==> config.mk <==
export PLATFORM = sky130hd
export DESIGN_NAME = ibus_wb_if
export DESIGN_NICKNAME = d
export VERILOG_FILES = /design/src/rtl/ibus_wb_if.sv
export SDC_FILE = /design/constraint.sdc
export NUM_CORES = 1
export LEC_CHECK = 0
export CAP_MARGIN = 10
export CORE_MARGIN = 2
export CORE_UTILIZATION = 44
export DETAILED_ROUTE_END_ITERATION = 10
export PLACE_DENSITY_LB_ADDON = 0.3
export SLEW_MARGIN = 15
export SYNTH_ARGS = -nofsm -noshare
export SYNTH_HDL_FRONTEND = slang
export SYNTH_SLANG_ARGS = --single-unit
==> constraint.sdc <==
create_clock -name clk -period 4.95 [get_ports clk]
set_input_delay 1.485 -clock clk [delete_from_list [all_inputs] [get_ports clk]]
set_output_delay 1.485 -clock clk [all_outputs]
set_load 0.03 [all_outputs]
==> src/rtl/ibus_wb_if.sv <==
// Instruction-fetch bridge: turns the core's single-cycle ROM fetch into a Wishbone B4 classic read,
// stalling the pipeline until the word arrives and holding it while IF/ID is frozen.
module ibus_wb_if #(
  parameter int TIMEOUT_CYCLES = 255
) (
  input  logic        clk,
  input  logic        rst,
  input  logic        cpu_ce_i,
  input  logic [31:0] cpu_addr_i,
  input  logic [5:0]  stall_i,
  input  logic        flush_i,
  output logic [31:0] cpu_data_o,
  output logic        stallreq_o,
  output logic        bus_err_o,
  output logic [31:0] wb_adr_o,
  input  logic [31:0] wb_dat_i,
  input  logic        wb_ack_i,
  output logic        wb_cyc_o,
  output logic        wb_stb_o,
  output logic        wb_we_o,
  output logic [3:0]  wb_sel_o
);

  typedef enum logic [1:0] {
    S_IDLE = 2'd0,
    S_BUSY = 2'd1,
    S_WAIT = 2'd2
  } state_t;

  localparam logic [15:0] TMO_LAST = 16'(TIMEOUT_CYCLES - 1);

  state_t      state_q;
  logic [31:0] adr_q;
  logic [31:0] rd_buf_q;
  logic        cyc_q;
  logic        err_q;
  logic [15:0] tmo_cnt_q;
  logic        timeout_hit;

  assign timeout_hit = (state_q == S_BUSY) && !wb_ack_i && (tmo_cnt_q == TMO_LAST);

  always_ff @(posedge clk or posedge rst) begin
    if (rst) begin
      state_q   <= S_IDLE;
      adr_q     <= 32'h0;
      rd_buf_q  <= 32'h0;
      cyc_q     <= 1'b0;
      err_q     <= 1'b0;
      tmo_cnt_q <= 16'h0;
    end else begin
      err_q <= 1'b0;
      case (state_q)
        S_IDLE: begin
          if (cpu_ce_i && !flush_i) begin
            adr_q     <= cpu_addr_i;
            cyc_q     <= 1'b1;
            tmo_cnt_q <= 16'h0;
            state_q   <= S_BUSY;
          end
        end
        S_BUSY: begin
          // Flush wins over a same-cycle ack so a squashed fetch never reaches IF/ID.
          if (flush_i) begin
            cyc_q   <= 1'b0;
            state_q <= S_IDLE;
          end else if (wb_ack_i) begin
            cyc_q    <= 1'b0;
            rd_buf_q <= wb_dat_i;
            state_q  <= stall_i[1] ? S_WAIT : S_IDLE;
          end else if (timeout_hit) begin
            cyc_q    <= 1'b0;
            rd_buf_q <= 32'h0;
            err_q    <= 1'b1;
            state_q  <= stall_i[1] ? S_WAIT : S_IDLE;
          end else if (tmo_cnt_q != 16'hFFFF) begin
            tmo_cnt_q <= tmo_cnt_q + 16'h1;
          end
        end
        S_WAIT: begin
          if (!stall_i[1] || flush_i) state_q <= S_IDLE;
        end
        default: begin
          cyc_q   <= 1'b0;
          state_q <= S_IDLE;
        end
      endcase
    end
  end

  assign stallreq_o = cpu_ce_i && !flush_i &&
                      ((state_q == S_IDLE) ||
                       ((state_q == S_BUSY) && !wb_ack_i && !timeout_hit));

  always_comb begin
    cpu_data_o = 32'h0;
    if (cpu_ce_i) begin
      if ((state_q == S_BUSY) && wb_ack_i) cpu_data_o = wb_dat_i;
      else if (state_q == S_WAIT)          cpu_data_o = rd_buf_q;
    end
  end

  assign wb_adr_o  = adr_q;
  assign wb_cyc_o  = cyc_q;
  assign wb_stb_o  = cyc_q;
  assign wb_we_o   = 1'b0;
  assign wb_sel_o  = 4'hF;
  assign bus_err_o = err_q;

endmodule

# Yosys cells after proc, flatten, opt, wreduce, memory -nomap -nowiden
# Cells that the tools add are included.
[classes]
add_sub_neg = 1
eq_ne = 11
mux = 27
bitwise_logic = 2
n_reduce_logical = 20
[ops]
columns = ["op", "count"]
rows = [
  ["$mux 32", 5],
  ["$mux 16", 5],
  ["$pmux 16 s2", 1],
  ["$add 16x1->16 const B", 1],
  ["$eq 16x8->1 const B", 1],
  ["$ne 16x16->1 const B", 1],
  ["$mux 2", 6],
  ["$ne 2x2->1 const B", 5],
  ["$reduce_and 3->1", 3],
  ["$mux 1", 8],
  ["$logic_and 1x1->1", 6],
  ["$pmux 2 s3", 1],
  ["$reduce_and 6->1", 1],
  ["$logic_not 1->1", 4],
  ["$ne 4x4->1 const B", 1],
  ["$reduce_bool 2->1", 2],
  ["$pmux 1 s3", 1],
  ["$eq 2x1->1 const B", 1],
  ["$eq 2x2->1 const B", 1],
  ["$logic_not 2->1", 1],
  ["$logic_or 1x1->1", 2],
  ["$ne 2x1->1 const B", 1],
  ["$not 1->1", 2],
  ["$reduce_and 2->1", 1],
]
[totals]
reg_bits = 84
input_bits = 75
output_inout_bits = 73
word_cells = 67

# Logic depth before layout (Yosys ltp)
# Gate-level depths: netlist (run 1).
[depth]
ltp_word = 7
mapped_depth = 9

# Least setup slack after synthesis (run 1)
# OpenSTA, ideal clock, no wires.
[synth_path]
path_type = "input-to-output"
from = "input wb_ack_i"
to = "output cpu_data_o[10]"
arrival_ns = 2.828
required_time_ns = 3.465
slack_ns = 0.637
path_stages = 6
path_cell_list = "clkbuf_1 inv_1 nor2_1 clkbuf_1 a22oi_1 nor2b_1"
[synth_between]
elab_chain_len = 3
[synth_lines]
columns = ["element", "line_no", "source"]
rows = [
  ["start: declaration", "17", "input logic wb_ack_i,"],
  ["$logic_and 1x1->1", "97", "if ((state_q == S_BUSY) && wb_ack_i) cpu_data_o = wb_dat_i;"],
  ["$mux 32", "97", ""],
  ["$mux 32", "96", "if (cpu_ce_i) begin"],
  ["end: declaration", "12", "output logic [31:0] cpu_data_o,"],
]
# Every way passes these cells.

# Worst setup path after layout (run 1)
[layout_path]
from = "input wb_ack_i"
to = "output cpu_data_o[18]"
# Same word-level chain as after synthesis.

==> results.cfg, run 1 <==
[status]
outcome = finished, final reports clean

[setup_path]
cp_data_required_time_ns = 3.46
worst_setup_path_end_kind = primary output
arrival_ns = 2.98
start_kind = input pin
criticalPathCategory = in -> out
crit_fanout = 32

[power]
vdd_drop_max_v = 0.000132
cellInternalPower_mw = 1.33
clkPwrFrac = 0.265
pwr-share-seq = 0.456
p_sw_mw = 0.604
p_leak_nw = 2.43
swShare = 0.313
pwr_density_cell_nw_per_um2 = 329
comb_power_share = 0.280

[synthesis]
synth-seq-cells = 84
netlist_top_cells_count = 84 x dfrtp_1, 40 x o21ai_1, 39 x nand3_1
synth-main-ff-cell = dfrtp_1
netlist_instances = 425
syn_area_um2 = 4260
synth_top_cell_by_area = dfrtp_1
ys_seq_area_frac = 0.493
ys_warn_count = 0
avgSynthCellArea_um2 = 10.0
synth_cell_types = 45
yosys.area.top_type_share = 0.493
synth_edf_count = 0
yosysMostFrequentCell = dfrtp_1
synthTopCellsByArea = dfrtp_1 49%, a22oi_1 5.6%, nor2b_1 5.6%, mux2_2 5.3%, o21ai_1 4.7%
async_flop_share = 1.00

[grt]
track_usage = 0.207
antenna_found_initial = 0
grt_max_degree = 61
grt_first_pass_wirelength_um = 17300
grt_overflow_total = 0
grt_pass1_vias = 3527

[finish]
post-route-cell-area_um2 = 5860
area_delta_synth_final_pct = 37.6
n_fill_cell = 778
nNetsFinal = 627
final_cells = 684
drive_gt1_frac = 0.178
diodes = 0

[route]
ant_nets = 0
drc = 0
drt_iter0_markers = 232
drt-pass1-iter-count = 4
vias_per_cell = 5.35
vias = 3658
totalWireLength_um = 10700
wl_per_cell_um = 15.6

[clock_network]
clockBufferDepth = 2
post_cts_buffers = 0
clkLatencyLatePin_ns = 0.35
cts.clk_slew.worst_paths_ns = 0.09
numCtsBuffers = 9
ctsResizeCount = 0
root_buffer = clkbuf_8
numClockSinks = 84
cts.htree.levels = 3
cts_tree = done
postCtsHoldBufs = 0

[timing]
hold_ws_ns = 0.487
max_slew_margin = 0.321
min_period_ns = 4.47
finalSetupTns_ns = 0
fmax_mhz = 224
rsz0062_at_grt = no
maxSlewViolCount = 0
worst_slew_pin_slew_ns = 1.02
finalHoldViolations = 0
setup_viol = 0
finalCritPeriodShare = 0.902
skew_ns = 0.00940

[floorplan]
die_w_um = 102
core_area_um2 = 9330
dieArea_um2 = 10500
rows = 35
dieHeight_um = 102
io_pins = 148
start_util = 0.457

[placed_design]
portBuffers = 137
placed_cell_area_um2 = 5650
dp_hpwl_um = 7350
gp_congestion = 0.813
dp_cells = 668

[flow_run]
max_cap_violations = 0

[min_path]
min_path_type = reg -> reg
-- critical path, stage by stage --
cell	delay, ns
clkdlybuf4s50_1	0.50
inv_1	0.08
nor2_2	0.10
buf_4	0.34
a22oi_1	0.12
nor2b_1	0.18
buf_4	0.19
-- state kept, by name (all words and copies together) (netlist names) --
| register | count |
|---|---|
| rd_buf_q | 32 |
| wb_adr_o | 32 |
| tmo_cnt_q | 16 |
| wb_cyc_o | 1 |
| state_q | 2 |
| bus_err_o | 1 |
-- cells by family (layout without fill, tap and decap cells) --
kind of cell | Yosys count | after routing | synth area share
mux | 32 | 32 | 0.0845
fa+ha+maj | 2 | 2 | 0.00587
other cells | 2 | 5 | 0.00176
compound gates | 112 | 112 | 0.177
simple gates | 117 | 117 | 0.160
buf+inv | 76 | 203 | 0.0772
flops | 84 | 84 | 0.493
-- power by group through the flow --
stage | combinational (mW) | clock, mW | sequential [mW]
2_1_floorplan | 0.206 | 0 | 0.992
3_3_place_gp | 0.534 | 0 | 0.886
3_5_place_dp | 0.543 | 0 | 0.893
4_1_cts | 0.545 | 0.523 | 0.879
5_1_grt | 0.585 | 0.558 | 0.894
6_report | 0.540 | 0.511 | 0.880
-- through the flow --
stage / utilization / setup WS [ns] / power [mW]
global placement: 0.606 / 0.512 / 1.42
global route: 0.629 / 0.363 / 2.04
floorplan: - / 0.637 / 1.20
detailed placement: 0.606 / 0.499 / 1.44
finish: 0.629 / 0.483 / 1.93
CTS: 0.629 / 0.477 / 1.95
-- layer usage --
| layer | wire [um] | part of all wire | global-route usage |
|---|---|---|---|
| met5 | 0 | 0 | 0 |
| met4 | 115 | 0.011 | 0.0646 |
| met3 | 594 | 0.056 | 0.0383 |
| met2 | 5180 | 0.49 | 0.329 |
| met1 | 4770 | 0.45 | 0.290 |
-- layout make-up --
class	count	area, um2	area share
Sequential cell	84	2100	0.358
Clock inverter	4	56.3	0.00960
Multi-Input combinational cell	268	1860	0.318
Inverter	37	140	0.0239
Tap cell	129	161	0.0275
Timing Repair Buffer	150	1390	0.236
Clock buffer	12	155	0.0265
-- worst paths after layout --
path,slack (ns),end,startpoint,cells past startpoint
worst max-delay path,0.48,cpu_data_o[18],wb_ack_i,7
worst min-delay path,0.49,wb_adr_o[20]$_DFFE_PP0P_,wb_adr_o[20]$_DFFE_PP0P_,1
worst max register to register,2.12,tmo_cnt_q[13]$_DFFE_PP0P_,tmo_cnt_q[0]$_DFFE_PP0P_,6
worst min register to register,0.49,wb_adr_o[20]$_DFFE_PP0P_,wb_adr_o[20]$_DFFE_PP0P_,1
max in group asynchronous,2.53,rd_buf_q[16]$_DFFE_PP0P_,rst,3
min in group asynchronous,1.65,wb_adr_o[3]$_DFFE_PP0P_,rst,2
-- placed cells by master, fill, tap and decap left out, types with 2 or more instances in the layout --
master             n
a21oi_1            3
a22oi_1           32
a31oi_1            5
and3_1             3
buf_4             46
clkbuf_8          11
clkdlybuf4s50_1  104
clkinv_4           2
conb_1             5
dfrtp_1           84
ha_1               2
inv_1             35
mux2_1            12
mux2_2            20
nand2_1            7
nand2b_1           4
nand3_1           39
nand4_1            3
nor2_1             4
nor2_2             2
nor2b_1           37
nor3_1             3
nor3_4             2
o21ai_1           40
o22ai_1            3
o31ai_1           14
o31ai_2            4
o41ai_1            4
or3_1              2
Note: power is estimated with default switching activity, not from simulation.
==> run 2, diff against run 1 <==
--- a/config.mk
+++ b/config.mk
@@ -10,6 +10,7 @@
 export CORE_UTILIZATION = 44
 export DETAILED_ROUTE_END_ITERATION = 10
 export PLACE_DENSITY_LB_ADDON = 0.3
+export RECOVER_POWER = 25
 export SLEW_MARGIN = 15
 export SYNTH_ARGS = -nofsm -noshare
 export SYNTH_HDL_FRONTEND = slang
==> constraint.sdc (replaced) <==
create_clock -name clk -period 5.1 [get_ports clk]
set_input_delay 1.53 -clock clk [delete_from_list [all_inputs] [get_ports clk]]
set_output_delay 1.53 -clock clk [all_outputs]
set_load 0.03 [all_outputs]
==> run 2 against run 1 <==
The flow now finishes with violations (capacitance limit, slew limit). Wire length down 0.71%. Clock power up 3%. Hold slack better by 0.0044 ns. Power down 1.5%. Global-route usage down 0.16 points. Critical endpoint is now stallreq_o. Largest cell class unchanged.
==> results.cfg, run 2 (synthesis gave the netlist of run 1 again) <==
[setup_path]
worst_setup_path_end_kind = primary output
start_kind = input pin
regToRegSetupSlack_ns = 2.35
arrival_ns = 3.21
criticalPathCategory = in -> out
crit_fanout = 13
cp_data_required_time_ns = 3.57

[timing]
setup_viol = 0
fin_ws_ns = 0.356
finalHoldViolations = 0
max_slew_margin = -0.588
fmax_mhz = 211
worst_slew_pin_slew_ns = 2.37
rsz0062_at_grt = no
maxSlewViolCount = 91
finalCritPeriodShare = 0.930
finalSetupTns_ns = 0
min_period_ns = 4.74
skew_ns = 0.0124
hold_ws_ns = 0.492

[finish]
nNetsFinal = 625
drive_gt1_frac = 0.174
n_fill_cell = 800
final_common_cell = clkdlybuf4s50_1
multi_input_area_um2 = 1860
diodes = 0
area_delta_synth_final_pct = 37.2
final_cell_mix = 103 x clkdlybuf4s50_1, 84 x dfrtp_1, 41 x buf_4
layout.area.seq_um2 = 2100
final_cells = 682

[route]
wl_per_cell_um = 15.5
vias = 3620
drc = 0
ant_nets = 0
vias_per_cell = 5.31
drt_iter0_markers = 203
drt-pass1-iter-count = 5
totalWireLength_um = 10600

[floorplan]
dieArea_um2 = 10500
core_area_um2 = 9330
dieHeight_um = 102
rows = 35
start_util = 0.457
io_pins = 148
die_w_um = 102

[clock_network]
post_cts_buffers = 0
cts.clk_slew.worst_paths_ns = 0.08
root_buffer = clkbuf_8
clkLatencyLatePin_ns = 0.35
postCtsHoldBufs = 0
cts_tree = done
ctsResizeCount = 0
cts.htree.levels = 3
numCtsBuffers = 9
numClockSinks = 84
clockBufferDepth = 2

[status]
outcome = finished with violations
violations = capacitance limit, slew limit

[flow_run]
max_cap_violations = 2

[grt]
track_usage = 0.206
grt_overflow_total = 0
antenna_found_initial = 0
grt_pass1_vias = 3501
grt_first_pass_wirelength_um = 17200
grt_max_degree = 57

[power]
vdd_drop_max_v = 0.000179
p_leak_nw = 2.41
pwr_density_cell_nw_per_um2 = 325
power_mw = 1.90

[placed_design]
gp_congestion = 0.832
dp_hpwl_um = 7460
portBuffers = 137
dp_cells = 666
dpl_worst_slack_ns = 0.544

[min_path]
min_path_type = reg -> reg
-- run 2: changes by cell type in the layout (fill, tap and decap cells not counted), sizes merged --
cell | before | now
dlygate4sd3 | 0 | 1
clkinv | 3 | 2
bufinv | 1 | 2
buf | 46 | 41
inv | 37 | 38
clkinvlp | 0 | 2
clkdlybuf4s50 | 104 | 103
-- run 2: final timing paths --
kind	startpoint	cells after the start	endpoint
max	wb_ack_i	5	stallreq_o
min	wb_adr_o[0]$_DFFE_PP0P_	1	wb_adr_o[0]$_DFFE_PP0P_
max reg2reg	tmo_cnt_q[0]$_DFFE_PP0P_	6	tmo_cnt_q[13]$_DFFE_PP0P_
min reg2reg	wb_adr_o[0]$_DFFE_PP0P_	1	wb_adr_o[0]$_DFFE_PP0P_
max in group asynchronous	rst	3	rd_buf_q[5]$_DFFE_PP0P_
min in group asynchronous	rst	2	wb_adr_o[5]$_DFFE_PP0P_
-- run 2: layout make-up --
| type | instances | area share |
|---|---|---|
| multi-input cells | 268 | 0.318 |
| clock buffers | 9 | 0.0212 |
| inverters | 37 | 0.0240 |
| clock inverters | 7 | 0.0169 |
| well taps | 129 | 0.0276 |
| repair buffers | 148 | 0.233 |
| flip-flops and latches | 84 | 0.359 |
-- run 2: where the power goes --
group	internal [mW]	switching [mW]
logic	0.241	0.280
registers	0.788	0.0652
clock network	0.279	0.247
-- run 2: per-stage QoR --
stage	instance area (um2)	utilization
5_1_grt	5850	0.627
2_1_floorplan	4270	-
3_3_place_gp	5640	0.604
3_5_place_dp	5640	0.604
6_report	5850	0.627
4_1_cts	5860	0.628
-- run 2: worst max-delay path, stage by stage --
cell	delay [ns]
clkdlybuf4s50_1	0.50
clkbuf_1	0.48
a21oi_1	0.24
a31o_2	0.29
buf_4	0.16
-- run 2: per-layer routing --
metal / up-vias / routed length [um] / track usage
li1: 1745 / - / -
met1: 1736 / 4540 / 0.284
met2: 129 / 5260 / 0.338
met3: 10 / 657 / 0.0287
met4: 0 / 128 / 0.0615
met5: - / 0 / 0
==> run 3, diff against run 2 <==
--- a/config.mk
+++ b/config.mk
@@ -7,7 +7,7 @@
 export LEC_CHECK = 0
 export CAP_MARGIN = 10
 export CORE_MARGIN = 2
-export CORE_UTILIZATION = 44
+export CORE_UTILIZATION = 41
 export DETAILED_ROUTE_END_ITERATION = 10
 export PLACE_DENSITY_LB_ADDON = 0.3
 export RECOVER_POWER = 25
==> constraint.sdc (replaced) <==
create_clock -name clk -period 4.01 [get_ports clk]
set_input_delay 0.6015 -clock clk [delete_from_list [all_inputs] [get_ports clk]]
set_output_delay 0.6015 -clock clk [all_outputs]
set_load 0.03 [all_outputs]
==> run 3 against run 2 <==
The flow still finishes with violations (capacitance limit, slew limit). Final area up 0.32%. Global-route usage down 0.93 points. Sequential power up 28%. Sequential cell count unchanged. Critical path type is now reg -> out. Wire length up 1.5%.
==> results.cfg, run 3 (synthesis gave the netlist of run 1 again) <==
[status]
outcome = finished with violations
violations = capacitance limit, slew limit

[power]
pwr_density_cell_nw_per_um2 = 404
vdd_drop_max_v = 0.000220
power_mw = 2.37
p_leak_nw = 2.40

[floorplan]
io_pins = 148
start_util = 0.417
die_w_um = 106
dieArea_um2 = 11200
core_area_um2 = 10200
dieHeight_um = 106
rows = 37

[route]
drt_iter0_markers = 222
ant_nets = 0
wl_per_cell_um = 15.6
drc = 0
vias_per_cell = 5.37
drt-pass1-iter-count = 5
totalWireLength_um = 10700
vias = 3701

[finish]
final_cell_mix = 113 x clkdlybuf4s50_1, 84 x dfrtp_1, 40 x o21ai_1
final_cells = 689
diodes = 0
post-route-cell-area_um2 = 5870
final_common_cell = clkdlybuf4s50_1
area_delta_synth_final_pct = 37.7
layout.area.seq_um2 = 2100
multi_input_area_um2 = 1860
utilization = 0.574
drive_gt1_frac = 0.157
n_fill_cell = 915
nNetsFinal = 625

[flow_run]
max_cap_violations = 1

[timing]
maxSlewViolCount = 64
min_period_ns = 3.15
skew_ns = 0.00848
max_slew_margin = -0.566
setup_viol = 0
fmax_mhz = 317
finalHoldViolations = 0
rsz0062_at_grt = no
finalSetupTns_ns = 0
hold_ws_ns = 0.491
finalCritPeriodShare = 0.785
fin_ws_ns = 0.860
worst_slew_pin_slew_ns = 2.35

[setup_path]
start_kind = flop
arrival_ns = 2.55
crit_fanout = 10
criticalPathCategory = reg -> out
worst_setup_path_end_kind = primary output
cp_data_required_time_ns = 3.41

[placed_design]
dp_hpwl_um = 7510
dpl_worst_slack_ns = 0.932
gp_congestion = 0.821
portBuffers = 137
dp_cells = 673
placed_cell_area_um2 = 5670

[grt]
track_usage = 0.196
grt_overflow_total = 0
grt_first_pass_wirelength_um = 17600
grt_pass1_vias = 3516
antenna_found_initial = 0
grt_max_degree = 64

[clock_network]
cts_tree = done
numClockSinks = 84
cts.htree.levels = 3
clockBufferDepth = 2
cts.clk_slew.worst_paths_ns = 0.09
root_buffer = clkbuf_8
clkLatencyLatePin_ns = 0.36
postCtsHoldBufs = 0
post_cts_buffers = 0
ctsResizeCount = 0
numCtsBuffers = 9

[min_path]
min_path_type = reg -> reg
## run 3: changes by cell type in the layout (fill, tap and decap cells not counted), sizes merged
cell	change
inv	+1
clkinv	+2
buf	-7
bufinv	-1
clkbuf	-3
clkdlybuf4s50	+10
clkinvlp	-2
## run 3: report_power, final
group          total (mW)  leakage, nW  internal, mW  switching [mW]
Clock               0.615        0.104         0.292           0.323
Combinational       0.665         1.26         0.309           0.355
Sequential           1.09         1.04          1.00          0.0871
Total                2.37         2.40          1.60           0.765
## run 3: path summary, 6_finish.rpt
kind / startpoint / to / slack [ns] / cells after the start
hold reg to reg: wb_adr_o[6]$_DFFE_PP0P_ / wb_adr_o[6]$_DFFE_PP0P_ / 0.49 / 1
hold / removal: wb_adr_o[6]$_DFFE_PP0P_ / wb_adr_o[6]$_DFFE_PP0P_ / 0.49 / 1
setup reg to reg: tmo_cnt_q[0]$_DFFE_PP0P_ / tmo_cnt_q[13]$_DFFE_PP0P_ / 1.18 / 6
min in group asynchronous: rst / wb_adr_o[20]$_DFFE_PP0P_ / 1.49 / 2
max in group asynchronous: rst / rd_buf_q[30]$_DFFE_PP0P_ / 1.16 / 3
setup / recovery: tmo_cnt_q[8]$_DFFE_PP0P_ / stallreq_o / 0.86 / 5
## run 3: layer usage
| metal | part of all wire | vias to the layer above | routed length [um] | GRT usage |
|---|---|---|---|---|
| met5 | 0 | - | 0 | 0 |
| met2 | 0.47 | 112 | 5100 | 0.305 |
| met4 | 0.022 | 0 | 238 | 0.0733 |
| met1 | 0.45 | 1822 | 4830 | 0.272 |
| li1 | - | 1746 | - | - |
| met3 | 0.054 | 21 | 583 | 0.0417 |
## run 3: critical path, cell delays in order (launching register included)
cell             delay (ns)
dfrtp_1                0.49
nor4_1                 0.43
and4b_1                0.29
a21oi_1                0.09
a31o_2                 0.26
clkdlybuf4s50_1        0.62
## run 3: area by class of cell
| cell class | instances | area share |
|---|---|---|
| Clock buffer | 9 | 0.0211 |
| Clock inverter | 7 | 0.0128 |
| Inverter | 37 | 0.0237 |
| Multi-Input combinational cell | 268 | 0.317 |
| Sequential cell | 84 | 0.358 |
| Tap cell | 136 | 0.0290 |
| Timing Repair Buffer | 148 | 0.238 |
